<file path="config.mk">
export PLATFORM = sky130hd
export DESIGN_NAME = ex_stage
export DESIGN_NICKNAME = d
export VERILOG_FILES = /design/src/rtl/ex_pkg.sv /design/src/rtl/ex_stage_mul_seq.sv /design/src/rtl/ex_stage.sv
export SDC_FILE = /design/constraint.sdc
export NUM_CORES = 1
export LEC_CHECK = 0
export ABC_CLOCK_PERIOD_IN_PS = 6570
export BUFFER_PORTS_ARGS = -buffer_cell sky130_fd_sc_hd__buf_2
export CORE_ASPECT_RATIO = 1.2
export CORE_MARGIN = 2
export CORE_UTILIZATION = 55
export DETAILED_ROUTE_END_ITERATION = 6
export HOLD_SLACK_MARGIN = 0.03
export PLACE_DENSITY_LB_ADDON = 0.1
export SLEW_MARGIN = 20
export SYNTH_ARGS = -nofsm -noshare
export SYNTH_HDL_FRONTEND = slang
export SYNTH_SLANG_ARGS = --single-unit
</file>
<file path="constraint.sdc">
create_clock -name clock -period 6.57 [get_ports clock]
set_input_delay 0.3285 -clock clock [delete_from_list [all_inputs] [get_ports clock]]
set_output_delay 0.3285 -clock clock [all_outputs]
set_load 0.05 [all_outputs]
</file>
<file path="src/rtl/ex_pkg.sv">
// Shared encodings and defaults for the MIPS-subset execute stage.
package ex_pkg;

  localparam int EX_WIDTH = 32;
  localparam int EX_REGW  = 5;

  localparam logic [5:0] OP_RTYPE = 6'h00;
  localparam logic [5:0] OP_ADDI  = 6'h08;
  localparam logic [5:0] OP_ANDI  = 6'h0C;
  localparam logic [5:0] OP_ORI   = 6'h0D;
  localparam logic [5:0] OP_LW    = 6'h23;
  localparam logic [5:0] OP_SW    = 6'h2B;

  localparam logic [5:0] FN_SLL   = 6'h00;
  localparam logic [5:0] FN_SRL   = 6'h02;
  localparam logic [5:0] FN_MFHI  = 6'h10;
  localparam logic [5:0] FN_MFLO  = 6'h12;
  localparam logic [5:0] FN_MULTU = 6'h19;
  localparam logic [5:0] FN_ADD   = 6'h20;
  localparam logic [5:0] FN_SUB   = 6'h22;
  localparam logic [5:0] FN_AND   = 6'h24;
  localparam logic [5:0] FN_OR    = 6'h25;
  localparam logic [5:0] FN_SLT   = 6'h2A;

  typedef enum logic [1:0] {
    ST_IDLE = 2'd0,
    ST_MUL  = 2'd1,
    ST_DONE = 2'd2
  } mul_state_t;

endpackage

</file>
<file path="src/rtl/ex_stage_mul_seq.sv">
// Iterative shift-add unsigned multiplier: one partial product per cycle,
// the product register doubles as the architectural {HI,LO} pair.
module mul_seq
  import ex_pkg::*;
#(
  parameter int WIDTH = EX_WIDTH
) (
  input  logic                 clock,
  input  logic                 reset,
  input  logic                 start,
  input  logic [WIDTH-1:0]     a,
  input  logic [WIDTH-1:0]     b,
  output logic                 busy,
  output logic                 done,
  output logic [2*WIDTH-1:0]   product
);

  localparam int CW = (WIDTH > 1) ? $clog2(WIDTH) : 1;

  mul_state_t           state;
  logic [CW-1:0]        count;
  logic [2*WIDTH-1:0]   mcand;
  logic [2*WIDTH-1:0]   acc;
  logic [2*WIDTH-1:0]   acc_next;
  logic [WIDTH-1:0]     mplier;
  logic                 last;

  assign acc_next = mplier[0] ? (acc + mcand) : acc;
  assign last     = (count == CW'(WIDTH - 1));
  assign busy     = (state == ST_MUL);
  assign done     = (state == ST_DONE);

  // Product only changes on the final step, so an aborted multiply leaves HI/LO intact
  always_ff @(posedge clock) begin
    if (reset) begin
      state   <= ST_IDLE;
      count   <= '0;
      product <= '0;
    end else begin
      case (state)
        ST_IDLE: begin
          if (start) begin
            count <= '0;
            state <= ST_MUL;
          end
        end
        ST_MUL: begin
          count <= count + 1'b1;
          if (last) begin
            product <= acc_next;
            state   <= ST_DONE;
          end
        end
        ST_DONE: state <= ST_IDLE;
        default: state <= ST_IDLE;
      endcase
    end
  end

  always_ff @(posedge clock) begin
    if (state == ST_IDLE && start) begin
      mcand  <= {{WIDTH{1'b0}}, a};
      mplier <= b;
      acc    <= '0;
    end else if (state == ST_MUL) begin
      acc    <= acc_next;
      mcand  <= mcand << 1;
      mplier <= mplier >> 1;
    end
  end

endmodule

</file>
<file path="src/rtl/ex_stage.sv">
// Execute stage: ALU / address generation into the EX/MEM register, plus
// the multicycle MULTU unit that stalls upstream while it iterates.
module ex_stage
  import ex_pkg::*;
#(
  parameter int WIDTH = EX_WIDTH,
  parameter int REGW  = EX_REGW
) (
  input  logic             clock,
  input  logic             reset,
  input  logic             valid_in,
  input  logic [WIDTH-1:0] RS_in,
  input  logic [WIDTH-1:0] RT_in,
  input  logic [REGW-1:0]  RD_in,
  input  logic [31:0]      instr_in,
  input  logic             jump_in,
  input  logic             reg_write_in,
  input  logic             reg_dst_in,
  input  logic             mem_dst_in,
  output logic             stall_out,
  output logic             valid_out,
  output logic [WIDTH-1:0] ALU_out,
  output logic [WIDTH-1:0] RT_out,
  output logic [REGW-1:0]  dest_out,
  output logic             reg_write_out,
  output logic             mem_dst_out,
  output logic [WIDTH-1:0] hi_out,
  output logic [WIDTH-1:0] lo_out
);

  function automatic logic [WIDTH-1:0] sext16(input logic [15:0] v);
    return {{(WIDTH-16){v[15]}}, v};
  endfunction

  function automatic logic [WIDTH-1:0] zext16(input logic [15:0] v);
    return {{(WIDTH-16){1'b0}}, v};
  endfunction

  logic [5:0]              op;
  logic [5:0]              funct;
  logic [4:0]              shamt;
  logic [15:0]             imm;
  logic signed [WIDTH-1:0] rs_s;
  logic signed [WIDTH-1:0] rt_s;
  logic                    unused_rs_field;

  assign op              = instr_in[31:26];
  assign funct           = instr_in[5:0];
  assign shamt           = instr_in[10:6];
  assign imm             = instr_in[15:0];
  assign rs_s            = RS_in;
  assign rt_s            = RT_in;
  assign unused_rs_field = ^instr_in[25:21];

  logic [2*WIDTH-1:0] product;
  logic               mul_busy;
  logic               mul_done;
  logic               mul_start;
  logic               is_multu;

  assign hi_out = product[2*WIDTH-1:WIDTH];
  assign lo_out = product[WIDTH-1:0];

  assign is_multu  = (op == OP_RTYPE) && (funct == FN_MULTU);
  // The multu re-presented during DONE retires instead of restarting
  assign mul_start = valid_in && is_multu && !mul_busy && !mul_done;
  assign stall_out = mul_start || mul_busy;

  mul_seq #(.WIDTH(WIDTH)) u_mul (
    .clock   (clock),
    .reset   (reset),
    .start   (mul_start),
    .a       (RS_in),
    .b       (RT_in),
    .busy    (mul_busy),
    .done    (mul_done),
    .product (product)
  );

  logic [WIDTH-1:0] alu_res;
  logic             known;
  logic             writes;
  logic [REGW-1:0]  dest;
  logic             wr_en;

  always_comb begin
    alu_res = '0;
    known   = 1'b1;
    writes  = 1'b1;
    case (op)
      OP_RTYPE: begin
        case (funct)
          FN_ADD:   alu_res = RS_in + RT_in;
          FN_SUB:   alu_res = RS_in - RT_in;
          FN_AND:   alu_res = RS_in & RT_in;
          FN_OR:    alu_res = RS_in | RT_in;
          FN_SLT:   alu_res = (rs_s < rt_s) ? {{(WIDTH-1){1'b0}}, 1'b1} : '0;
          FN_SLL:   alu_res = RT_in << shamt;
          FN_SRL:   alu_res = RT_in >> shamt;
          FN_MFHI:  alu_res = hi_out;
          FN_MFLO:  alu_res = lo_out;
          FN_MULTU: writes  = 1'b0;
          default:  known   = 1'b0;
        endcase
      end
      OP_ADDI, OP_LW, OP_SW: alu_res = RS_in + sext16(imm);
      OP_ANDI:               alu_res = RS_in & zext16(imm);
      OP_ORI:                alu_res = RS_in | zext16(imm);
      default:               known   = 1'b0;
    endcase
    if (!known || jump_in) alu_res = '0;
  end

  assign dest  = reg_dst_in ? RD_in : REGW'(instr_in[20:16]);
  assign wr_en = reg_write_in && known && writes && !jump_in && (dest != '0);

  // EX/MEM register: advances only on unstalled edges
  always_ff @(posedge clock) begin
    if (reset) begin
      valid_out     <= 1'b0;
      reg_write_out <= 1'b0;
      ALU_out       <= '0;
      RT_out        <= '0;
      dest_out      <= '0;
      mem_dst_out   <= 1'b0;
    end else if (stall_out || !valid_in) begin
      valid_out     <= 1'b0;
      reg_write_out <= 1'b0;
    end else begin
      valid_out     <= 1'b1;
      reg_write_out <= wr_en;
      ALU_out       <= alu_res;
      RT_out        <= RT_in;
      dest_out      <= dest;
      mem_dst_out   <= mem_dst_in;
    end
  end

endmodule

</file>
---- Yosys cells after proc, flatten, opt, wreduce, memory -nomap -nowiden ----
Index checks and enable logic that the tools add are counted.
storage, ports and cells
  flip-flop bits (word level) ............. 303
  output and inout port bits .............. 137
operators by class
  add/subtract/negate cells ............... 5
  order comparisons ....................... 1
  eq/ne operators ......................... 19
  shifts and indexed selects .............. 2
  multiplexer cells ....................... 20
  bitwise logic cells ..................... 4
  reductions and logical operators ........ 30
operator list
  kind                  count
  $pmux W32 S9          1
  $mux W32              5
  $pmux W32 S4          1
  $add A32 B32 Y32      2
  $add A64 B64 Y64      1
  $mux W64              1
  $eq A6 B6 Y1 const B  7
  $and A32 B16 Y32      1
  $and A32 B32 Y32      1
  $lt A32 B32 Y1        1
  $or A32 B16 Y32       1
  $or A32 B32 Y32       1
  $shl A32 B5 Y32       1
  $shr A32 B5 Y32       1
  $sub A32 B32 Y32      1
  $eq A6 B4 Y1 const B  3
  $eq A6 B5 Y1 const B  3
  $logic_not A6 Y1      2
  $mux W5               2
  $pmux W5 S2           1
  $reduce_or A10 Y1     1
  $logic_and A1 B1 Y1   9
  $eq A6 B2 Y1 const B  1
  $reduce_and A2 Y1     3
  18 further kinds      30

---- Logic depth before layout (Yosys ltp) ----
Gate-level depths: netlist of run 1.
  depth in word-level cells ............... 8
  depth in mapped cells ................... 16
  gate-level depth less buffers ........... 13

---- Hierarchy ----
A second synthesis of run 1 with hierarchy kept.
second synthesis, totals
  cell total of the unflattened synthesis .. 3434
  area total of the unflattened synthesis .. 26705.6 um^2
by module, submodules not included
  module    instances  cells each  area an instance (um^2)  seq. area each (um^2)
  ex_stage  1          1884        13879.6                  1441.4
  mul_seq   1          1550        12826.1                  5265.0

---- Worst setup path after synthesis of run 1 ----
OpenSTA, ideal clock, no wires.
  kind .................................... input to register
  from .................................... input port instr_in[5]
  to ...................................... register u_mul.acc[35]
  setup time .............................. 0.117 ns
  arrival ................................. 3.708 ns
  path slack .............................. 2.745 ns
  cell stages on the path ................. 11
  buffers on the path ..................... 3
  cells stage by stage .................... buf_2 nand2b_1 nor4_2 and2_1 a21oi_1 or2_2 clkbuf_1 inv_1 o21ai_0 clkbuf_1 a22o_1
on the way
  longest elaborated chain between the ends .. 6
RTL lines
  item                              line                    RTL
  start: declaration                ex_stage.sv:15          input logic [31:0] instr_in,
  $eq A6 B5 Y1                      ex_stage.sv:64          assign is_multu = (op == OP_RTYPE) && (funct == FN_MULTU);
  $logic_and A1 B1 Y1               ex_stage.sv:64
  $logic_and A1 B1 Y1 (3 in a row)  ex_stage.sv:66          assign mul_start = valid_in && is_multu && !mul_busy && !mul_done;
  $logic_and A1 B1 Y1               ex_stage_mul_seq.sv:61  if (state == ST_IDLE && start) begin
  end signal: assignment            ex_stage_mul_seq.sv:66  acc <= acc_next;
  end: declaration                  ex_stage_mul_seq.sv:23  logic [2*WIDTH-1:0] acc;
No other way between the ends.
A chain may end at the register's enable or synchronous reset.

---- Worst setup path in the final report of run 1 ----
  from .................................... input port RT_in[0]
  to ...................................... register ALU_out[24]
on the way
  longest elaborated chain between the ends .. 4
RTL lines
  item                                            line             RTL
  start: declaration                              ex_stage.sv:13   input logic [WIDTH-1:0] RT_in,
  $sub A32 B32 Y32, or another cell as far along  ex_stage.sv:94   FN_SUB: alu_res = RS_in - RT_in;
  $pmux W32 S9 *                                  ex_stage.sv:92   case (funct)
  $pmux W32 S4 *                                  ex_stage.sv:90   case (op)
  $mux W32 *                                      ex_stage.sv:111  if (!known || jump_in) alu_res = '0;
  end signal: assignment                          ex_stage.sv:132  ALU_out <= alu_res;
  end: declaration                                ex_stage.sv:22   output logic [WIDTH-1:0] ALU_out,
Every way passes the cells marked *; elsewhere a longest branch is shown, timed or not.

==> results of run 1 <==
-- worst max-delay path by stage --
stage,slack (ns),startpoint,endpoint
3_3_place_gp,2.05,RT_in[0],ALU_out[24]
2_1_floorplan,2.74,instr_in[5],u_mul.acc[35]
6_report,2.30,RT_in[0],ALU_out[24]
4_1_cts,2.62,RT_in[0],ALU_out[24]
3_5_place_dp,2.04,RT_in[0],ALU_out[24]
5_1_grt,2.29,instr_in[26],ALU_out[11]
-- worst min-delay path, cell delays in order --
cell	delay (ns)
buf_2	0.15
nand2_1	0.07
a21oi_1	0.05
-- power groups by stage --
| stage | Clock, uW | Sequential, uW | Combinational [uW] |
|---|---|---|---|
| floorplan | 0 | 2020 | 716 |
| global placement | 0 | 1970 | 1140 |
| detailed placement | 0 | 1970 | 1160 |
| CTS | 2120 | 1930 | 1160 |
| global route | 2190 | 1930 | 1270 |
| finish | 2120 | 1930 | 1210 |
-- routing by layer --
layer	vias to the layer above	routed length, um
li1	12290	-
met1	13248	40800
met2	1876	51100
met3	496	11200
met4	6	12800
met5	-	28
-- per-stage QoR --
step | power (uW) | area (um2) | std cells | hold WS [ns] | worst slack, ns
after floorplan | 2730 | 25600 | 3284 | 0.439 | 2.74
after global placement | 3110 | 27000 | 3952 | 0.436 | 2.05
after detailed placement | 3130 | 27000 | 3952 | 0.447 | 2.04
after CTS | 5210 | 28300 | 4020 | 0.0683 | 2.62
after global routing | 5390 | 28300 | 4021 | 0.0841 | 2.29
final | 5260 | 28300 | 4022 | 0.0783 | 2.30
-- kinds of logic (layout without fill, tap and decap cells) --
logic type | after synthesis | in the layout | synth area share
other cells | 0 | 1 | 0
simple gates | 1024 | 1024 | 0.177
mux | 140 | 140 | 0.0842
compound gates | 1152 | 1152 | 0.285
buf+inv | 357 | 478 | 0.0551
xor+xnor | 95 | 95 | 0.0325
fa+ha+maj | 213 | 213 | 0.105
flops | 303 | 303 | 0.262
-- registers in the layout, summed over array words and instances (netlist names), 5 cells and up --
name	flops
dest_out	5
u_mul.acc	64
u_mul.count	5
RT_out	32
ALU_out	32
u_mul.product	64
u_mul.mplier	32
u_mul.mcand	64
-- cells in the final DEF, fill, tap and decap left out, types with 10 or more instances in the layout --
cell type,n
dfxtp_1,239
clkbuf_16,37
o22ai_1,23
ha_1,208
nor3_1,54
a22o_1,10
and2_1,15
o21bai_1,31
nor2b_1,26
a221oi_1,26
or3_1,21
a22oi_1,29
nor2_1,258
o21ai_0,343
nand2_1,437
xor2_1,36
buf_4,39
mux2i_1,68
a222oi_1,24
nand3_1,75
mux2_2,12
a21oi_1,315
a21o_1,53
a221o_1,14
xnor2_1,59
o211ai_1,26
a31oi_1,43
inv_1,128
o221ai_1,18
clkbuf_1,10
mux4_2,59
o31ai_1,14
nor4_1,12
o21a_1,10
edfxtp_1,64
nand2b_1,31
nand4_1,34
and3_1,18
a211oi_1,64
buf_2,237
-- final cells by class --
cell class | instances | area [um2]
clock inverters | 15 | 215
inverters | 133 | 499
flip-flops and latches | 303 | 6710
clock buffers | 51 | 1020
diodes | 1 | 2.50
multi-input cells | 2624 | 17600
fillers | 4039 | 17600
well taps | 616 | 771
repair buffers | 279 | 1520
==> run summary, run 1 <==
status -> finished with violations
failing checks -> DRC
most used routing layer in global routing -> met2
Worst Hold Class -> in2reg
Synth area leader -> dfxtp_1
max-cap violations -> 0
worst hold path startpoint -> RT_in[31]
grt ovf -> 0
initial antenna violation count -> 7
worst path buffer plus inverter count -> 1
CTS Buf Count -> 36
leakage power -> 0.0120 uW
post-CTS setup buffer count -> 0
Min Clock Period, post-route -> 4.27 ns
CP max-delay cell -> a211oi_1
hold depth -> 3
Synth async-reset ratio -> 0
clk_lat worst skew -> 0.57 ns
Final Skew -> 0.0144 ns
sequential-to-total area share from yosys stat -> 0.262
CP required -> 6.98 ns
number of global-route vias before repair -> 26147
# nets final -> 3697
final wirelength -> 116000 um
DRT Pass-1 Iters -> 7
Max FO, Critical Path -> 7
GRT met2 Usage -> 0.737
Synth-to-Final Area Change -> 10.4%
ANT nets after route -> 0
syn_area_per_cell -> 7.81 um2
Internal -> 3570 uW
main area contributors after synthesis -> dfxtp_1, ha_1, edfxtp_1
switch share -> 0.322
CTS tree -> built
f_max -> 0.234 GHz
RSZ-0062 raised after global routing -> false
worst-margin pin slew -> 1.17 ns
CP top delay family -> compound AO/OA/AOI/OAI gates
core area -> 45900 um2
# IOs -> 245
Net Sw Power -> 1700 uW
Synth Register Bits -> 303
Critical R2R Launch -> u_mul.mcand[22]
post-DP HPWL -> 88200 um
max incr delay on CP -> 0.99 ns
first-pass GRT wire length -> 167000 um
WHS Endpoint -> RT_out[31]
Worst R2R Path Depth -> 11
total track usage -> 0.464
Final Wtd Congestion -> 1.06
via count -> 27916
CP Cell Sequence -> buf_2, ha_1, fa_1, a21o_1, a41oi_2, and3_1, o21ai_1, a2111oi_0, o31a_1, nor4_1, a211oi_1, o31ai_1
Initial Util -> 0.558
Final Cycle Share -> 0.650
slew margin rel. -> 0.216
H-tree levels -> 2
R2R Setup Slk -> 2.65 ns
share of the synthesized area in the top cell type -> 0.187
CTS root buffer -> clkbuf_16
Syn Nets -> 3604
gate count of the mapped netlist -> 3284
Flop pwr share -> 0.367
layout cells sized above 1 -> 0.134
CTS sink cnt -> 303
met1 usage -> 0.529
synth cell count leaders -> nand2_1, o21ai_0, a21oi_1
Clk pwr share -> 0.403
CP Launch Type -> input port
Synth Warn # -> 0
Netlist Area Pre-Place -> 25600 um2
Setup TNS Final -> 0 ns
count leader, synth -> nand2_1
die area -> 48400 um2
CP Class -> in2reg
Reg clk slew, reported paths -> 0.06 ns
worst vdd ir -> 191 uV
Unique masters post-synth -> 89
Setup-failing EPs final -> 0
row cnt -> 86
CTS Buffer Depth -> 3
Gate power share -> 0.230
Die Wd -> 201 um
Cell Pwr Density -> 186 nW/um2
Post-synth EDFFs -> 64
Slew Limit Fails -> 0
CP Depth -> 12
hold-fix buffers at CTS -> 2
# port buffers -> 239
fin util -> 0.616
Final Hold Fails -> 0
CTS-repair resized insts -> 0
Critical Path End Type -> flop
Vias/cell -> 6.94
die height -> 241 um
reg-to-reg critical path endpoint -> u_mul.product[45]
DRC -> 9
M3 GR Usage -> 0.0867
largest net degree at the start of global routing -> 104
ys flop type -> dfxtp_1
drt wl/cell -> 28.8 um
DRT iter0 DRCs -> 4036
CP arrival -> 4.68 ns
(Power assumes the default switching activity.)
==> run 2, diff against run 1 <==
--- a/config.mk
+++ b/config.mk
@@ -5,7 +5,7 @@
 export SDC_FILE = /design/constraint.sdc
 export NUM_CORES = 1
 export LEC_CHECK = 0
-export ABC_CLOCK_PERIOD_IN_PS = 6570
+export ABC_CLOCK_PERIOD_IN_PS = 4090
 export BUFFER_PORTS_ARGS = -buffer_cell sky130_fd_sc_hd__buf_2
 export CORE_ASPECT_RATIO = 1.2
 export CORE_MARGIN = 2
==> constraint.sdc (replaced) <==
create_clock -name clock -period 4.09 [get_ports clock]
set_input_delay 0.2045 -clock clock [delete_from_list [all_inputs] [get_ports clock]]
set_output_delay 0.2045 -clock clock [all_outputs]
set_load 0.05 [all_outputs]
==> run summary, run 2 (synthesized netlist as in run 1, its figures left out) <==
status -> finished, final reports clean
number of global-route vias before repair -> 27889 (+6.7%)
DRC -> 0 (-9)
worst vdd ir -> 320 uV (+68%)
worst-margin pin slew -> 1.09 ns (-0.0793 ns)
Final Cycle Share -> 0.963
DRT iter0 DRCs -> 3928 (-2.7%)
H-tree levels -> 2 (unchanged)
Gate power share -> 0.252 (+0.022)
CTS sink cnt -> 303 (unchanged)
CP top delay family -> compound AO/OA/AOI/OAI gates
f_max -> 0.254 GHz
most common cell after layout, fill and taps aside -> nand2_1
die area -> 48400 um2 (unchanged)
Slew Limit Fails -> 0 (unchanged)
Setup-failing EPs final -> 0 (unchanged)
post-route insts no fill -> 4165 (+3.6%)
CTS-repair resized insts -> 0 (unchanged)
final wirelength -> 123000 um (+6.4%)
leakage power -> 0.0126 uW (+5.3%)
drt wl/cell -> 29.6 um (+2.7%)
# IOs -> 245 (unchanged)
total track usage -> 0.496 (+0.0320)
Cell Pwr Density -> 286 nW/um2 (+54%)
CTS Buffer Depth -> 3 (unchanged)
Setup TNS Final -> 0 ns (unchanged)
Post-Place Cells -> 4075 (+3.1%)
Internal -> 5550 uW (+56%)
Vias/cell -> 7.03 (+1.3%)
Final Wtd Congestion -> 1.11 (+4.5%)
CTS Buf Count -> 35 (-2.8%)
Synth-to-Final Area Change -> 14.5%
die height -> 241 um (unchanged)
Final Skew -> 0.0167 ns (+0.00227 ns)
largest net degree at the start of global routing -> 82 (-21%)
Reg clk slew, reported paths -> 0.07 ns (about the same)
CP Class -> reg2reg
Flop pwr share -> 0.370 (+0.003)
via count -> 29275 (+4.9%)
CP Launch Type -> flop
highest-count cells in the layout ignoring fill and taps -> nand2_1, o21ai_0, a21oi_1
DRT Pass-1 Iters -> 6 (-1)
slew margin rel. -> 0.274 (+0.0576)
first-pass GRT wire length -> 178000 um (+6.6%)
CTS tree -> built
switch share -> 0.338 (+0.0156)
layout cells sized above 1 -> 0.161 (+0.0273)
largest registers -> u_mul.acc (64), u_mul.mcand (64), u_mul.product (64)
CTS root buffer -> clkbuf_16
Initial Util -> 0.558 (unchanged)
Max FO, Critical Path -> 5 (-2)
Worst Hold Class -> in2reg
Min Clock Period, post-route -> 3.94 ns
# port buffers -> 239 (unchanged)
initial antenna violation count -> 12 (+5)
Net Sw Power -> 2840 uW (+67%)
row cnt -> 86 (unchanged)
CP arrival -> 4.38 ns (-0.30 ns)
CP Cell Sequence -> ha_1, inv_1, fa_1, nor2b_1, o31a_1, a21oi_1, a211oi_1, nor3_2, a31oi_1, o41a_2, a21boi_1, xor2_1, a2111oi_0
CP max-delay cell -> o41a_2
post-DP HPWL -> 93400 um (+5.9%)
max incr delay on CP -> 0.54 ns (-0.45 ns)
clk_lat worst skew -> 0.59 ns (+0.02 ns)
core area -> 45900 um2 (unchanged)
# nets final -> 3841 (+3.9%)
ANT nets after route -> 0 (unchanged)
post-CTS setup buffer count -> 0 (unchanged)
Clk pwr share -> 0.378 (-0.025)
Final Hold Fails -> 0 (unchanged)
worst path buffer plus inverter count -> 1 (unchanged)
max-cap violations -> 0 (unchanged)
Critical Path End Type -> flop
grt ovf -> 0 (unchanged)
RSZ-0062 raised after global routing -> false
Die Wd -> 201 um (unchanged)
CP required -> 4.53 ns (-2.45 ns)
-- run 2: routing by layer --
metal | GRT usage | vias to the layer above | part of all wire
met2 | 0.776 | 2265 | 0.43
met1 | 0.551 | 13788 | 0.34
met4 | 0.472 | 10 | 0.12
li1 | - | 12554 | -
met5 | 0 | - | 0.00048
met3 | 0.126 | 658 | 0.12
-- run 2: final timing paths --
check | cells after the start | startpoint | end | slack, ns
worst max-delay path | 13 | u_mul.mcand[0] | u_mul.product[50] | 0.15
worst min register to register | 2 | RT_out[20] | RT_out[20] | 0.46
worst min-delay path | 3 | RS_in[2] | u_mul.mcand[2] | 0.06
worst max register to register | 13 | u_mul.mcand[0] | u_mul.product[50] | 0.15
-- run 2: power by group through the flow --
stage	registers, uW	clock network [uW]	logic [uW]
4_1_cts	3100	3160	2010
5_1_grt	3100	3260	2210
6_report	3100	3170	2120
3_3_place_gp	3160	0	1960
3_5_place_dp	3160	0	1980
2_1_floorplan	3240	0	1150
-- run 2: area by class of cell --
| cell class | count | area [um2] |
|---|---|---|
| Antenna cell | 1 | 2.50 |
| Multi-Input combinational cell | 2624 | 17600 |
| Clock inverter | 16 | 160 |
| Timing Repair Buffer | 424 | 2720 |
| Clock buffer | 48 | 956 |
| Fill cell | 3933 | 16600 |
| Tap cell | 616 | 771 |
| Sequential cell | 303 | 6710 |
| Inverter | 133 | 499 |
-- run 2: stage by stage --
| stage | worst slack (ns) | power [uW] | utilization | hold WS [ns] | cell area [um2] |
|---|---|---|---|---|---|
| CTS | 0.328 | 8270 | 0.639 | 0.0379 | 29400 |
| global route | 0.0524 | 8570 | 0.639 | 0.0714 | 29400 |
| detailed placement | 0.346 | 5150 | 0.609 | 0.444 | 28000 |
| global placement | 0.335 | 5120 | 0.609 | 0.434 | 28000 |
| floorplan | 0.389 | 4390 | - | 0.330 | 25600 |
| finish | 0.152 | 8390 | 0.639 | 0.0557 | 29400 |
-- run 2: what timing repair did --
| action | in CTS | in global routing |
|---|---|---|
| endpoints found under the setup margin | 0 | 0 |
| hold buffers | 25 | 0 |
| endpoints found under the hold margin | 21 | 0 |
-- run 2: tightest hold or removal path, cell delays in order --
cell,delay [ns]
buf_2,0.16
nand2_1,0.06
o21ai_0,0.09
